[src/rtl/mc_pkg.sv]
//------------------------------------------------------------------------------
// Module   : mc_pkg
// Purpose  : Shared constants for the multicycle control unit: opcodes,
//            state encodings, ALU operation codes and datapath mux selects.
// Revision : 1.0 - initial release
//------------------------------------------------------------------------------
`default_nettype none

package mc_pkg;

  // Opcodes understood by the control unit
  localparam logic [5:0] OP_RTYPE = 6'b000000;
  localparam logic [5:0] OP_LW    = 6'b100011;
  localparam logic [5:0] OP_SW    = 6'b101011;
  localparam logic [5:0] OP_BEQ   = 6'b000100;
  localparam logic [5:0] OP_J     = 6'b000010;
  localparam logic [5:0] OP_JAL   = 6'b000011;
  localparam logic [5:0] OP_ADDI  = 6'b001000;
  localparam logic [5:0] OP_ORI   = 6'b001101;

  // State encodings, visible on state_o
  localparam logic [3:0] ST_FETCH  = 4'd0;
  localparam logic [3:0] ST_DECODE = 4'd1;
  localparam logic [3:0] ST_MEMADR = 4'd2;
  localparam logic [3:0] ST_MEMRD  = 4'd3;
  localparam logic [3:0] ST_MEMWB  = 4'd4;
  localparam logic [3:0] ST_MEMWR  = 4'd5;
  localparam logic [3:0] ST_EXEC   = 4'd6;
  localparam logic [3:0] ST_RWB    = 4'd7;
  localparam logic [3:0] ST_IEXEC  = 4'd8;
  localparam logic [3:0] ST_IWB    = 4'd9;
  localparam logic [3:0] ST_BRANCH = 4'd10;
  localparam logic [3:0] ST_JUMP   = 4'd11;
  localparam logic [3:0] ST_JAL    = 4'd12;
  localparam logic [3:0] ST_TRAP   = 4'd13;

  typedef enum logic [3:0] {
    S_FETCH  = ST_FETCH,
    S_DECODE = ST_DECODE,
    S_MEMADR = ST_MEMADR,
    S_MEMRD  = ST_MEMRD,
    S_MEMWB  = ST_MEMWB,
    S_MEMWR  = ST_MEMWR,
    S_EXEC   = ST_EXEC,
    S_RWB    = ST_RWB,
    S_IEXEC  = ST_IEXEC,
    S_IWB    = ST_IWB,
    S_BRANCH = ST_BRANCH,
    S_JUMP   = ST_JUMP,
    S_JAL    = ST_JAL,
    S_TRAP   = ST_TRAP
  } state_t;

  // ALU control operation codes
  localparam logic [3:0] ALU_ADD   = 4'd0;
  localparam logic [3:0] ALU_SUB   = 4'd1;
  localparam logic [3:0] ALU_FUNCT = 4'd2;
  localparam logic [3:0] ALU_OR    = 4'd3;

  // Register destination select
  localparam logic [1:0] RD_RT = 2'b00;
  localparam logic [1:0] RD_RD = 2'b01;
  localparam logic [1:0] RD_RA = 2'b10;

  // ALU B operand select
  localparam logic [1:0] SRCB_B      = 2'b00;
  localparam logic [1:0] SRCB_FOUR   = 2'b01;
  localparam logic [1:0] SRCB_IMM    = 2'b10;
  localparam logic [1:0] SRCB_IMM_SH = 2'b11;

  // PC source select
  localparam logic [1:0] PCSRC_ALU    = 2'b00;
  localparam logic [1:0] PCSRC_ALUOUT = 2'b01;
  localparam logic [1:0] PCSRC_JUMP   = 2'b10;

endpackage

`default_nettype wire

[src/rtl/mc_opdecode.sv]
//------------------------------------------------------------------------------
// Module   : mc_opdecode
// Purpose  : Combinational opcode classifier: maps an opcode to the state
//            that follows DECODE, the immediate extension mode and legality.
// Revision : 1.0 - initial release
//------------------------------------------------------------------------------
`default_nettype none

module mc_opdecode
  import mc_pkg::*;
#(
  parameter int OP_W = 6
) (
  input  logic [OP_W-1:0] op,
  output state_t          next_class,
  output logic            ext_mode,
  output logic            is_legal
);

  // Opcode table; anything not listed is classified as a trap
  always_comb begin
    next_class = S_TRAP;
    ext_mode   = 1'b0;
    is_legal   = 1'b1;
    case (op)
      OP_W'(OP_RTYPE): next_class = S_EXEC;
      OP_W'(OP_LW):    next_class = S_MEMADR;
      OP_W'(OP_SW):    next_class = S_MEMADR;
      OP_W'(OP_BEQ):   next_class = S_BRANCH;
      OP_W'(OP_J):     next_class = S_JUMP;
      OP_W'(OP_JAL):   next_class = S_JAL;
      OP_W'(OP_ADDI): begin
        next_class = S_IEXEC;
        ext_mode   = 1'b1;
      end
      OP_W'(OP_ORI):   next_class = S_IEXEC;
      default: begin
        next_class = S_TRAP;
        is_legal   = 1'b0;
      end
    endcase
  end

endmodule

`default_nettype wire

[src/rtl/multicycle_control.sv]
//------------------------------------------------------------------------------
// Module   : multicycle_control
// Purpose  : Multicycle main control FSM. Sequences each instruction over
//            3-5 cycles with memory-ready stalls and an illegal-opcode trap.
// Revision : 1.0 - initial release
//------------------------------------------------------------------------------
`default_nettype none

module multicycle_control
  import mc_pkg::*;
#(
  parameter int OP_W      = 6,
  parameter int ALUOP_W   = 4,
  parameter int TRAP_HOLD = 1
) (
  input  logic               clk,
  input  logic               reset,
  input  logic [OP_W-1:0]    op,
  input  logic               mem_ready,
  input  logic               zero,
  output logic               pc_write,
  output logic               pc_write_cond,
  output logic               iord,
  output logic               mem_read,
  output logic               mem_write,
  output logic               ir_write,
  output logic               mem_to_reg,
  output logic               reg_write,
  output logic               alu_src_a,
  output logic               pc_to_reg,
  output logic               ext_mode,
  output logic [1:0]         reg_dst,
  output logic [1:0]         alu_src_b,
  output logic [1:0]         pc_src,
  output logic [ALUOP_W-1:0] alu_op,
  output logic               illegal,
  output logic [3:0]         state_o
);

  state_t          state;
  logic [OP_W-1:0] op_q;
  logic            ext_q;

  state_t          dec_class;
  logic            dec_ext;
  logic            dec_legal;

  mc_opdecode #(.OP_W(OP_W)) u_opdecode (
    .op         (op),
    .next_class (dec_class),
    .ext_mode   (dec_ext),
    .is_legal   (dec_legal)
  );

  // The zero flag is consumed by the datapath through pc_write_cond
  logic unused_zero;
  assign unused_zero = zero;

  // State register plus opcode/extension latch captured in DECODE
  always_ff @(posedge clk) begin
    if (reset) begin
      state <= S_FETCH;
      op_q  <= '0;
      ext_q <= 1'b0;
    end else begin
      case (state)
        S_FETCH:  state <= mem_ready ? S_DECODE : S_FETCH;
        S_DECODE: begin
          state <= dec_legal ? dec_class : S_TRAP;
          op_q  <= op;
          ext_q <= dec_ext;
        end
        S_MEMADR: state <= (op_q == OP_W'(OP_LW)) ? S_MEMRD : S_MEMWR;
        S_MEMRD:  state <= mem_ready ? S_MEMWB : S_MEMRD;
        S_MEMWB:  state <= S_FETCH;
        S_MEMWR:  state <= mem_ready ? S_FETCH : S_MEMWR;
        S_EXEC:   state <= S_RWB;
        S_RWB:    state <= S_FETCH;
        S_IEXEC:  state <= S_IWB;
        S_IWB:    state <= S_FETCH;
        S_BRANCH: state <= S_FETCH;
        S_JUMP:   state <= S_FETCH;
        S_JAL:    state <= S_FETCH;
        S_TRAP:   state <= (TRAP_HOLD != 0) ? S_TRAP : S_FETCH;
        default:  state <= S_FETCH;
      endcase
    end
  end

  // Datapath controls decoded from the current state (FETCH strobes are Mealy)
  always_comb begin
    pc_write      = 1'b0;
    pc_write_cond = 1'b0;
    iord          = 1'b0;
    mem_read      = 1'b0;
    mem_write     = 1'b0;
    ir_write      = 1'b0;
    mem_to_reg    = 1'b0;
    reg_write     = 1'b0;
    alu_src_a     = 1'b0;
    pc_to_reg     = 1'b0;
    ext_mode      = 1'b0;
    reg_dst       = RD_RT;
    alu_src_b     = SRCB_B;
    pc_src        = PCSRC_ALU;
    alu_op        = ALUOP_W'(ALU_ADD);
    illegal       = 1'b0;
    case (state)
      S_FETCH: begin
        mem_read  = 1'b1;
        alu_src_b = SRCB_FOUR;
        ir_write  = mem_ready;
        pc_write  = mem_ready;
      end
      S_DECODE: begin
        alu_src_b = SRCB_IMM_SH;
        ext_mode  = 1'b1;
      end
      S_MEMADR: begin
        alu_src_a = 1'b1;
        alu_src_b = SRCB_IMM;
        ext_mode  = 1'b1;
      end
      S_MEMRD: begin
        iord     = 1'b1;
        mem_read = 1'b1;
      end
      S_MEMWB: begin
        mem_to_reg = 1'b1;
        reg_write  = 1'b1;
      end
      S_MEMWR: begin
        iord      = 1'b1;
        mem_write = 1'b1;
      end
      S_EXEC: begin
        alu_src_a = 1'b1;
        alu_op    = ALUOP_W'(ALU_FUNCT);
      end
      S_RWB: begin
        reg_dst   = RD_RD;
        reg_write = 1'b1;
      end
      S_IEXEC: begin
        alu_src_a = 1'b1;
        alu_src_b = SRCB_IMM;
        ext_mode  = ext_q;
        alu_op    = (op_q == OP_W'(OP_ORI)) ? ALUOP_W'(ALU_OR) : ALUOP_W'(ALU_ADD);
      end
      S_IWB: begin
        reg_write = 1'b1;
      end
      S_BRANCH: begin
        alu_src_a     = 1'b1;
        alu_op        = ALUOP_W'(ALU_SUB);
        pc_src        = PCSRC_ALUOUT;
        pc_write_cond = 1'b1;
      end
      S_JUMP: begin
        pc_src   = PCSRC_JUMP;
        pc_write = 1'b1;
      end
      S_JAL: begin
        pc_src    = PCSRC_JUMP;
        pc_write  = 1'b1;
        reg_dst   = RD_RA;
        pc_to_reg = 1'b1;
        reg_write = 1'b1;
      end
      S_TRAP: begin
        illegal = 1'b1;
      end
      default: ;
    endcase
  end

  assign state_o = state;

endmodule

`default_nettype wire

[config.mk]
export PLATFORM = sky130hd
export DESIGN_NAME = multicycle_control
export DESIGN_NICKNAME = d
export VERILOG_FILES = /design/src/rtl/mc_pkg.sv /design/src/rtl/mc_opdecode.sv /design/src/rtl/multicycle_control.sv
export SDC_FILE = /design/constraint.sdc
export NUM_CORES = 1
export LEC_CHECK = 0
export ABC_AREA = 1
export CAP_MARGIN = 10
export CORE_MARGIN = 8
export CORE_UTILIZATION = 40
export DETAILED_ROUTE_END_ITERATION = 7
export PLACE_DENSITY = 0.82
export SLEW_MARGIN = 25
export SYNTH_ARGS = -nofsm -noshare
export SYNTH_HDL_FRONTEND = slang
export SYNTH_SLANG_ARGS = --single-unit
[constraint.sdc]
create_clock -name clk -period 1.95 [get_ports clk]
set_input_delay 0.195 -clock clk [delete_from_list [all_inputs] [get_ports clk]]
set_output_delay 0.195 -clock clk [all_outputs]
set_load 0.05 [all_outputs]
==> results.sh <==
export IMPL_yosysUniqueCellTypes=28
export IMPL_swShare_pct=53.1
export IMPL_drtPass1Iterations=4
export IMPL_finalPower_mw=1.93
export IMPL_maxSlewViolCount=0
export IMPL_rsz0062_at_grt="no"
export IMPL_p_leak_nw=0.598
export IMPL_antenna_found_initial=0
export IMPL_power_density_nw_per_um2=1460
export IMPL_io_buffers=32
export IMPL_cts_tree="built"
export IMPL_vdd_ir_drop_max_uv=698
export IMPL_final_cell_area_um2=1330
export IMPL_grtUsageTotal_pct=12.7
export IMPL_synth_area_leaders="dfxtp_1 (26%), nor2_1 (14%), nand2_1 (11%), inv_1 (6.2%), nand3_1 (5.9%)"
export IMPL_cts_buffers=3
export IMPL_clockRootBuffer="clkbuf_4"
export IMPL_pre_cts_ws_ns=0.348
export IMPL_slew_headroom_pct=66.3
export IMPL_placed_cell_area_um2=1300
export IMPL_busiest_layer="met2"
export IMPL_wl_per_cell_um=12.3
export IMPL_cts_reportedPaths_clkPinSlew_ns=0.07
export IMPL_cp_required_ns=1.75
export IMPL_overflow=0
export IMPL_post_cts_setup_buffer_count=0
export IMPL_synth_flop_cell="dfxtp_1"
export IMPL_crit_arrival_ns=1.67
export IMPL_status="completed"
export IMPL_finalSetupViolCount=0
export IMPL_layout_commonest_cell="nor2_1"
export IMPL_min_period_ns=1.87
export IMPL_worst_clock_skew_ns=0.00728
export IMPL_grt_max_degree=17
export IMPL_ant_nets=0
export IMPL_worstMarginPinSlew_ns=0.503
export IMPL_syn_area_um2=852
export IMPL_synth_seq_area_share_pct=25.8
export IMPL_grt_pass1_wl_um=4180
export IMPL_ioPinCount=36
export IMPL_worstSetupPathType="reg2out"
export IMPL_dieArea_um2=3860
export IMPL_fin_ws_ns=0.0838
export IMPL_p_clk_share_pct=8.1
export IMPL_die_h_um=62.2
export IMPL_synth_top_area_share_pct=25.8
export IMPL_finalHoldViolCount=0
export IMPL_cp_end_kind="primary output"
export IMPL_layout_common_cells="nor2_1 (29), nand2_1 (25), inv_1 (14)"
export IMPL_post_route_period_util_pct=95.7
export IMPL_post_cts_resized=0
export IMPL_fillers=164
export IMPL_clk_latency_ns=0.28
export IMPL_power_internal_uw=908
export IMPL_start_util_pct=43.0
export IMPL_startpoint_type="flip-flop"
export IMPL_core_area_um2=1980
export IMPL_nets=184
export IMPL_combPwrFrac_pct=72.6
export IMPL_numClockSinks=11
export IMPL_pwr_share_seq_pct=19.3
export IMPL_synth_top_area_cell="dfxtp_1"
export IMPL_dr_first_iter_drc_count=21
export IMPL_globalplace_congestion=0.914
export IMPL_drive_above_1_share_pct=29.5
export IMPL_p_switching_mw=1.03
export IMPL_hold_buffers=0
export IMPL_num_antenna_cells=0
export IMPL_ys_async_sr_fraction_pct=0
export IMPL_fmax_ghz=0.536
export IMPL_cp_max_fo=6
export IMPL_met2_usage_pct=22.8
export IMPL_hold_path_class="reg2reg"
export IMPL_gr_usage_met1_pct=12.9
export IMPL_die_w_um=62.2
export IMPL_cts_buffer_depth=2
export IMPL_route_detailed_drc=0
export IMPL_area_growth_pct=55.5
export IMPL_grt_pass1_vias=966
export IMPL_met3_usage_pct=3.05
export IMPL_syn_avg_cell_area_um2=6.04
export IMPL_synthCells=141
export IMPL_yosys_warnings=0
export IMPL_vias=993
export IMPL_synth_edf_count=0
export IMPL_ys_ff_latch=11
export IMPL_vias_per_cell=4.97
export IMPL_rows=16
export IMPL_hpwl_um=2150
export IMPL_wl_um=2450
export IMPL_ctsHtreeMaxLevel=1
export IMPL_maxCapViolations=0
==> synthesized netlist by cell type, types with 2 or more instances <==
master / instances
a211oi_1: 6
a21oi_1: 5
buf_4: 5
dfxtp_1: 11
inv_1: 14
inv_2: 7
nand2_1: 25
nand3_1: 10
nor2_1: 32
nor2_2: 4
nor3_1: 2
o21ai_0: 3
or2_1: 2
==> power by group through the flow <==
stage / Combinational [mW] / Clock (mW) / Sequential [mW]
after floorplan: 0.825 / 0 / 0.447
after global placement: 1.39 / 0 / 0.375
after detailed placement: 1.41 / 0 / 0.378
after CTS: 1.41 / 0.159 / 0.373
after global routing: 1.49 / 0.170 / 0.384
final: 1.41 / 0.157 / 0.373
==> cells by family after synthesis <==
logic type | share of synthesized area, %
flip-flops | 25.8
AO/OA/AOI/OAI | 14.2
buffers and inverters | 15.4
other | 0.440
AND/OR/NAND/NOR | 44.1
==> per-layer routing <==
layer / part of all wire, % / vias up
met5: 0 / -
met4: 3.1 / 0
met3: 7.7 / 7
met2: 49 / 47
met1: 40 / 433
li1: - / 506
==> metrics by stage <==
step	utilization, %	instances	setup TNS [ns]	hold WS (ns)
after floorplan	-	142	-0.265	0.273
after global placement	65.5	196	0	0.450
after detailed placement	65.5	196	0	0.457
after CTS	66.9	200	0	0.469
after global routing	66.9	200	0	0.509
final	66.9	200	0	0.468
==> worst max-delay path, stage by stage, from the launching register on <==
cell and delay [ns]:
dfxtp_4 0.36, or2_1 0.36, nor3_4 0.25, inv_2 0.07
o21ai_4 0.07, or2_4 0.16, buf_12 0.12
==> area by class of cell <==
| class | instances | area, µm² | share of cell area [%] |
|---|---|---|---|
| repair buffers | 34 | 423 | 31.9 |
| clock buffers | 3 | 22.5 | 1.70 |
| well taps | 27 | 33.8 | 2.55 |
| inverters | 21 | 78.8 | 5.95 |
| multi-input cells | 103 | 532 | 40.1 |
| flip-flops and latches | 11 | 230 | 17.4 |
| clock inverters | 1 | 5.00 | 0.378 |
==> path summary, 6_finish.rpt <==
path                               from                     to  slack (ns)  cells after the start
hold reg to reg    op_q[0]$_SDFFE_PP0P_   op_q[0]$_SDFFE_PP0P_        0.47                      2
hold / removal     op_q[0]$_SDFFE_PP0P_   op_q[0]$_SDFFE_PP0P_        0.47                      2
setup / recovery  state_o[1]$_SDFF_PP0_               pc_write        0.08                      6
setup reg to reg  state_o[1]$_SDFF_PP0_  state_o[0]$_SDFF_PP0_        0.61                      8
==> sequential cells by signal, summed over array words and instances, names as in the netlist <==
| name | cells |
|---|---|
| op_q | 6 |
| state_o | 4 |
| ext_q | 1 |
No activity file was read; power rests on OpenSTA's default activity.
